==> config.mk <==
export PLATFORM = sky130hd
export DESIGN_NAME = branch_flush_ctrl
export DESIGN_NICKNAME = d
export VERILOG_FILES = /design/src/rtl/branch_flush_ctrl.sv
export SDC_FILE = /design/constraint.sdc
export NUM_CORES = 1
export LEC_CHECK = 0
export ABC_AREA = 1
export ABC_CLOCK_PERIOD_IN_PS = 2800
export CORE_MARGIN = 5
export CORE_UTILIZATION = 40
export DETAILED_ROUTE_END_ITERATION = 10
export GPL_ROUTABILITY_DRIVEN = 0
export PLACE_DENSITY = 0.78
export SLEW_MARGIN = 20
export SYNTH_ARGS = -nofsm -noshare
export SYNTH_HDL_FRONTEND = slang
export SYNTH_SLANG_ARGS = --single-unit
==> constraint.sdc <==
create_clock -name clk -period 2.8 [get_ports clk]
set_clock_uncertainty 0.1 [all_clocks]
set_input_delay 0.7 -clock clk [delete_from_list [all_inputs] [get_ports clk]]
set_output_delay 0.7 -clock clk [all_outputs]
set_load 0.02 [all_outputs]
==> src/rtl/branch_flush_ctrl.sv <==
// Branch pipe sequencing controller: tracks one outstanding branch, samples its resolution,
// and drives PC redirect and flush. Optional performance counters under `BRANCH_PERF_CNT_EN.
module branch_flush_ctrl #(
    parameter int PC_W         = 8,
    parameter int BR_LAT       = 2,
    parameter int FLUSH_CYCLES = 3,
    parameter int CNT_W        = 16
) (
    input  logic             clk,
    input  logic             reset,
    input  logic             br_issue,
    input  logic             branch_taken,
    input  logic [PC_W-1:0]  pc_wb,
    output logic             br_stall,
    output logic             pc_redirect,
    output logic [PC_W-1:0]  pc_target,
    output logic             flush,
    output logic             err,
    output logic [CNT_W-1:0] taken_cnt,
    output logic [CNT_W-1:0] resolved_cnt
);

    typedef enum logic [1:0] {IDLE, WAIT, REDIRECT, DRAIN} state_t;

    localparam logic [3:0] LAT_LOAD   = 4'(BR_LAT - 1);
    localparam logic [3:0] FLUSH_LOAD = 4'(FLUSH_CYCLES - 1);

    state_t     state, state_d;
    logic [3:0] lat_cnt, lat_cnt_d;
    logic [3:0] fl_cnt, fl_cnt_d;
    logic       sample;
    logic       sample_taken;

    // The resolution window is the single WAIT cycle where the latency counter has run out.
    assign sample       = (state == WAIT) && (lat_cnt == 4'd0);
    assign sample_taken = sample && branch_taken;

    // NOTE: every variable is given a default before the case so no path leaves it unassigned,
    // which would otherwise infer a latch.
    always_comb begin
        state_d   = state;
        lat_cnt_d = lat_cnt;
        fl_cnt_d  = fl_cnt;
        unique case (state)
            IDLE: begin
                if (br_issue) begin
                    state_d   = WAIT;
                    lat_cnt_d = LAT_LOAD;
                end
            end
            WAIT: begin
                if (lat_cnt == 4'd0) state_d = branch_taken ? REDIRECT : IDLE;
                else                 lat_cnt_d = lat_cnt - 4'd1;
            end
            REDIRECT: begin
                fl_cnt_d = FLUSH_LOAD;
                state_d  = (FLUSH_CYCLES == 1) ? IDLE : DRAIN;
            end
            DRAIN: begin
                fl_cnt_d = fl_cnt - 4'd1;
                if (fl_cnt <= 4'd1) state_d = IDLE;
            end
        endcase
    end

    // NOTE: sequential state uses non-blocking assignments so every register samples
    // pre-edge values regardless of statement order.
    always_ff @(posedge clk or posedge reset) begin
        if (reset) begin
            state       <= IDLE;
            lat_cnt     <= 4'd0;
            fl_cnt      <= 4'd0;
            br_stall    <= 1'b0;
            pc_redirect <= 1'b0;
            flush       <= 1'b0;
            pc_target   <= '0;
            err         <= 1'b0;
        end else begin
            state       <= state_d;
            lat_cnt     <= lat_cnt_d;
            fl_cnt      <= fl_cnt_d;
            // Outputs are decoded from the next state so they line up with the state they describe.
            br_stall    <= (state_d != IDLE);
            pc_redirect <= (state_d == REDIRECT);
            flush       <= (state_d == REDIRECT) || (state_d == DRAIN);
            if (sample_taken) pc_target <= pc_wb;
            if ((br_issue && state != IDLE) || (branch_taken && !sample)) err <= 1'b1;
        end
    end

`ifdef BRANCH_PERF_CNT_EN
    logic [CNT_W-1:0] taken_q, resolved_q;

    always_ff @(posedge clk or posedge reset) begin
        if (reset) begin
            taken_q    <= '0;
            resolved_q <= '0;
        end else if (sample) begin
            if (resolved_q != '1)                 resolved_q <= resolved_q + CNT_W'(1);
            if (branch_taken && taken_q != '1)    taken_q    <= taken_q + CNT_W'(1);
        end
    end

    assign taken_cnt    = taken_q;
    assign resolved_cnt = resolved_q;
`else
    assign taken_cnt    = '0;
    assign resolved_cnt = '0;
`endif

endmodule

; Word level (Yosys, flattened, before mapping)
; Cells that the tools add are included.
[word_totals]
ff_bits = 22
[op_classes]
add_sub_neg = 2
magnitude_cmp = 1
eq_ne = 7
muxes = 9
reduce_logical = 14
[op_table]
columns = cell, count
row1 = $pmux W4 S2, 2
row2 = $eq A2 B2 Y1 const B, 4
row3 = $mux W2, 4
row4 = $mux W4, 2
row5 = $pmux W2 S4, 1
row6 = $reduce_bool A2 Y1, 4
row7 = $sub A4 B1 Y4 const B, 2
row8 = $le A4 B1 Y1 const B, 1
row9 = $logic_and A1 B1 Y1, 4
row10 = $logic_not A4 Y1, 1
row11 = $ne A2 B2 Y1 const B, 2
row12 = $reduce_and A3 Y1, 1
row13 = $eq A2 B1 Y1 const B, 1
row14 = $logic_not A2 Y1, 1
row15 = $logic_or A1 B1 Y1, 2
row16 = $logic_not A1 Y1, 1

; Depth between registers and ports, before layout
; Gate-level depths: netlist of the first run.
[depth]
word_depth = 5
mapped_depth = 8
ltp_nobuf = 8

; Worst setup path after synthesis of the first run
; OpenSTA, ideal clock, no wires.
[synth_path]
path_kind = reg-to-output
from = register flush
to = output flush
arrival_time_ns = 0.568
t_required_ns = 2.000
path_slack_ns = 1.432
path_stages_with_launch = 1
cell_sequence = dfrtp_1
[synth_lines]
columns = element, line
row1 = start: declaration, 17  ; output logic flush,
row2 = start signal: assignment, 85  ; flush <= (state_d == REDIRECT) || (state_d == DRAIN);
; No word-level cell between the ends.

; Final worst setup path of the first run
[layout_path]
from = register flush
to = output flush
; No word-level cell between the ends.

==> metrics, run 1 <==
Worst Path Required=2000 ps; core footprint=between 0.003 and 0.004 mm²; xor-xnor portion of the synthesized cell area=0.007165; Synth Area in Compound Gates=0.05732; crit-path cells=clkdlybuf4s50_1; Initial Util=0.4071; period utilisation layout=0.8194; area grow syn2layout=13.92%; CTS Buffer Depth=2; Post-Synth Adder-Cell Area=0.04094; vias in the first global route=roughly 740; sequential share of the synthesized area=0.4299; RSZ-0062 raised after global routing=false; WP data arrival=between 1000 and 1500 ps; Routed Antenna Nets=0; final WL=2.111 mm; Synth Area in Simple Gates=0.2098; Setup WS pre-CTS=839.7 ps; Starting DRT DRC Count=16; most frequent cell after synthesis=nand2_1; die height=around 65 µm; status=finished, final reports clean; critical path depth=1; Vias/cell=about 4.2; share of cells above drive strength 1=0.08187; FFs w/ async S/R, synth=1.000; First-pass DRT Iterations=4; highest clock rate=approximately 440 MHz; EDFF count, synth=0; Syn. warnings=0; Peak VDD IR=417.3 µV; Pwr Density=between 900 and 1000 mW/mm²; Synth area leader=dfrtp_1; initial antenna violation count=0; ranking of synthesized cells by area=dfrtp_1 43%, buf_4 20%, nand2_1 12%; Resize count post-CTS=0; post-DP HPWL=about 1.6 mm; Worst-Skew Late Latency=approximately 300 ps; Routed WL per cell=slightly above 10 µm; Reg clk slew, reported paths=110 ps; R2R setup slack=1220 ps; Tot GR Track Use=0.09982; count of final max-slew check failures=0; delay-heaviest family, CP=buffers and inverters; # diodes=0; Hold Fails Final Rpt=0; Final WS setup=roughly 510 ps; mux share of post-synthesis cell area=0; CP startpoint kind=flip-flop; Final #Nets=188; Cells after Synth=145; Critical R2R Launch=lat_cnt[0]; number of post-CTS setup repair buffers=0; Leak=between 0.7 and 0.8 nW; CTS root buffer=clkbuf_4; dominant synthesized flop cell=dfrtp_1; total number of vias=856; largest family of logic cells by synthesized area=buffers and inverters; H-tree lvl count=1; hold_buf cts=0; Crit path buffers/inverters=1; IO Pins=56; min Tclk post-route=about 2300 ps; Hold Path Class=reg2reg; number of remaining DRC errors=0; chip width=~65 µm; worst-path maximum fanout=9; Cell Area, Synth=between 0.001 and 0.0015 mm²; Port Buffer Count=23; crit path launch=flush; pin count of the biggest net entering global routing=22; commonest cells in the netlist=38 x nand2_1, 32 x buf_4, 21 x dfrtp_1; post-synth top area share=0.4299; Yosys reg bits=21; syn_area_per_cell=between 8 and 9 µm²; CP max stage cell=clkdlybuf4s50_1; TritonCTS Buffers=3; Yosys cell types=23; row count=20; clock tree sinks=21; DIE AREA=roughly 0.0043 mm²; R2R depth=8; first-pass GRT wire length=between 3 and 4 mm; critical path class=reg2out; Post-Route Setup TNS=0 ps; crit path capture type=output port; MaxCap Viol Count=0; Crit path largest cell delay=between 600 and 700 ps; reg2reg end=pc_target[3]; clock tree from TritonCTS=yes; worst setup path end=flush; total gr overflow=0; final setup violation count=0
==> routing by layer <==
layer	global-route usage	part of all wire	wire, µm	vias to the layer above
met3	0.03932	0.099	208	5
met1	0.1203	0.44	927	382
met2	0.1517	0.44	935	34
met4	0.05440	0.019	40	0
met5	0	0	0	-
li1	-	-	-	435
==> how the worst min path moves through the flow <==
stage	from	endpoint	slack (ps)	cells after the start
2_1_floorplan	fl_cnt[1]	fl_cnt[1]	370	2
3_3_place_gp	err	err	360	2
3_5_place_dp	pc_target[7]	pc_target[7]	370	2
4_1_cts	err	err	400	2
5_1_grt	pc_target[7]	pc_target[7]	420	2
6_report	err	err	390	2
==> state kept, by name (all words and copies together) (netlist names) <==
name	flops
br_stall	1
err	1
fl_cnt	4
flush	1
lat_cnt	4
pc_redirect	1
pc_target	8
state	1
==> cell families (layout without fill, tap and decap cells) <==
group	Yosys count	after routing
compound gates	13	13
xor+xnor	1	1
fa+ha+maj	4	4
buf+inv	47	42
flops	21	21
other cells	1	32
simple gates	58	58
==> power breakdown <==
group / switching [mW] / internal, mW / total (mW)
combinational: 0.423 / 0.276 / 0.699
sequential: 0.0894 / 0.425 / 0.514
clock: 0.0902 / 0.0555 / 0.146
==> stage by stage <==
step | area [µm²] | hold slack (ps) | instances | util | total power, mW
6_report | 1393 | 392.6 | 204 | 0.4638 | 1.359
3_3_place_gp | 1366 | 360.4 | 200 | 0.4550 | 1.202
4_1_cts | 1393 | 399.6 | 204 | 0.4638 | 1.371
5_1_grt | 1393 | 417.3 | 204 | 0.4638 | 1.469
3_5_place_dp | 1366 | 366.7 | 200 | 0.4550 | 1.222
2_1_floorplan | 1339 | 369.4 | 176 | - | 1.022
==> cell type report <==
cell class | instances | area [µm²]
clock buffer | 4 | 26.28
inverter | 14 | 56.30
multi-input combinational | 108 | 505.5
timing repair buffer | 24 | 237.7
sequential | 21 | 525.5
tap | 33 | 41.29
fill | 302 | 1610
==> layout by cell type, fill, tap and decap left out, types with 2 or more instances in the layout <==
cell type | netlist | routed
o21ai_0 | 7 | 7
nand2_1 | 38 | 38
ha_1 | 4 | 4
nand3_1 | 3 | 3
conb_1 | 1 | 32
nor2_1 | 10 | 10
nand4_1 | 2 | 2
inv_2 | 2 | 2
o21ai_1 | 2 | 2
clkdlybuf4s50_1 | 0 | 23
clkbuf_4 | 0 | 3
nand3_2 | 2 | 2
inv_1 | 10 | 10
a21oi_1 | 2 | 2
dfrtp_1 | 21 | 21
No activity file was read; power rests on OpenSTA's default activity.
==> run 2, diff against run 1 <==
- ABC_CLOCK_PERIOD_IN_PS: 2800 -> 2000
- CORE_UTILIZATION: 40 -> 37
- PLACE_DENSITY: 0.78 -> 0.76
- clock period: 2.8 -> 2 ns (I/O delays scaled with it)
==> run 2 against run 1 <==
Sequential power up 37%. Clock power grew 40%. Combinational power up 43%. Core utilization fell by 0.77 points. Clock-buffer cell count is 1 lower.
==> metrics, run 2 (synthesis gave the netlist of run 1 again) <==
status=finished, final reports clean; CP max stage cell=clkdlybuf4s50_1; Finished Cell Area=between 0.001 and 0.0015 mm²; clock tree from TritonCTS=yes; period utilisation layout=0.9488; non-filler cells, final=between 200 and 250; crit-path cells=clkdlybuf4s50_1; Final #Nets=~190; hold path depth=2; Routed WL per cell=~9.5 µm; chip width=between 60 and 70 µm; power consumption=1.908 mW; R2R depth=8; vias in the first global route=roughly 760; count of final max-slew check failures=0; highest clock rate=around 530 MHz; hold_buf cts=0; die height=67.48 µm; worst-path maximum fanout=2; largest reg by FF count=pc_target; Final WS setup=102.3 ps; Regs by FF count=pc_target x8, fl_cnt x4, lat_cnt x4; number of post-CTS setup repair buffers=0; number of flip-flops in the largest register=8; Routed met2 length=around 900 µm; Hold Fails Final Rpt=0; clock tree sinks=21; core footprint=0.003103 mm²; Area after DPL=roughly 0.0014 mm²; worst min-delay path startpoint=err; total number of vias=872; R2R setup slack=around 450 ps; Setup WS pre-CTS=247.6 ps; Crit path buffers/inverters=1; DRT met1 WL=906 µm; DIE AREA=0.004554 mm²; Initial Util=0.3940; Critical R2R Launch=lat_cnt[0]; # diodes=0; met3 wire length=221 µm; Starting DRT DRC Count=15; total gr overflow=0; placed cells=between 200 and 250; Vias/cell=a little over 4; area grow syn2layout=15.76%; share of cells above drive strength 1=0.09302; Crit path largest cell delay=~620 ps; number of remaining DRC errors=0; crit path launch=pc_target[4]; CTS Buffer Depth=2; final setup violation count=0; uppermost routed layer=met4; fill count=307; Tot GR Track Use=0.09575; delay-heaviest family, CP=buffers and inverters; Peak VDD IR=589.8 µV; crit path capture type=output port; post-DP HPWL=1.654 mm; reg2reg end=pc_target[7]; CP startpoint kind=flip-flop; Post-Route Setup TNS=0 ps; MaxCap Viol Count=0; area taken by multi-input logic gates=~510 µm²; WHS Endpoint=err; First-pass DRT Iterations=4; RSZ-0062 raised after global routing=false; pin count of the biggest net entering global routing=22; final WL=just over 2 mm; IO Pins=56; register area=525.5 µm²; Pwr Density=1348 mW/mm²; initial antenna violation count=0; TritonCTS Buffers=3; Routed Antenna Nets=0; Reg clk slew, reported paths=roughly 120 ps; min Tclk post-route=1898 ps; critical path class=reg2out; Leak=~0.73 nW; CTS root buffer=clkbuf_4; H-tree lvl count=1; Port Buffer Count=23; WP data arrival=roughly 1300 ps; first-pass GRT wire length=between 3 and 4 mm; Worst Path Required=1400 ps; Worst-Skew Late Latency=between 300 and 400 ps; most common cell after layout, fill and taps aside=nand2_1; row count=20; Resize count post-CTS=0; Hold Path Class=reg2reg; most frequent cells in the layout=38 x nand2_1, 32 x conb_1, 23 x clkdlybuf4s50_1, 21 x dfrtp_1
[run 2: layout make-up]
class | instances | area share
sequential | 21 | 0.3714
clock inverter | 1 | 0.003537
inverter | 14 | 0.03979
clock buffer | 3 | 0.01592
tap | 44 | 0.03890
timing repair buffer | 25 | 0.1733
multi-input combinational | 108 | 0.3572
[run 2: routing by layer]
layer,up-vias,global-route usage
li1,437,-
met1,397,0.1202
met2,36,0.1495
met3,2,0.04825
met4,0,0.01519
met5,-,0
[run 2: power by group]
part	internal [mW]	total, mW	switching [mW]
clock network	0.0746	0.205	0.130
registers	0.595	0.703	0.108
logic	0.396	1.00	0.604
total	1.07	1.91	0.842
[run 2: per-stage QoR]
step | hold slack (ps) | util
2_1_floorplan | 369.4 | -
3_3_place_gp | 357.8 | 0.4472
3_5_place_dp | 363.7 | 0.4472
4_1_cts | 394.8 | 0.4560
5_1_grt | 426.0 | 0.4560
6_report | 387.4 | 0.4560
[run 2: worst min-delay path: stages, from the launching register on]
cell     delay (ps)
dfrtp_1         370
a21oi_1          40
nand2_1          50
[run 2: how the worst max path moves through the flow]
| stage | endpoint | slack, ps | depth (start not counted) |
|---|---|---|---|
| after floorplan | pc_target[0] | 680 | 8 |
| after global placement | pc_target[3] | 320 | 5 |
| after detailed placement | pc_target[6] | 250 | 5 |
| after CTS | pc_target[6] | 80 | 1 |
| after global routing | pc_target[4] | 30 | 1 |
| final | pc_target[4] | 100 | 1 |
==> run 3, diff against run 2 <==
- ABC_CLOCK_PERIOD_IN_PS: 2000 -> unset
==> results of run 3 <==
The final DEF is identical to that of run 2; final timing and power are the same.
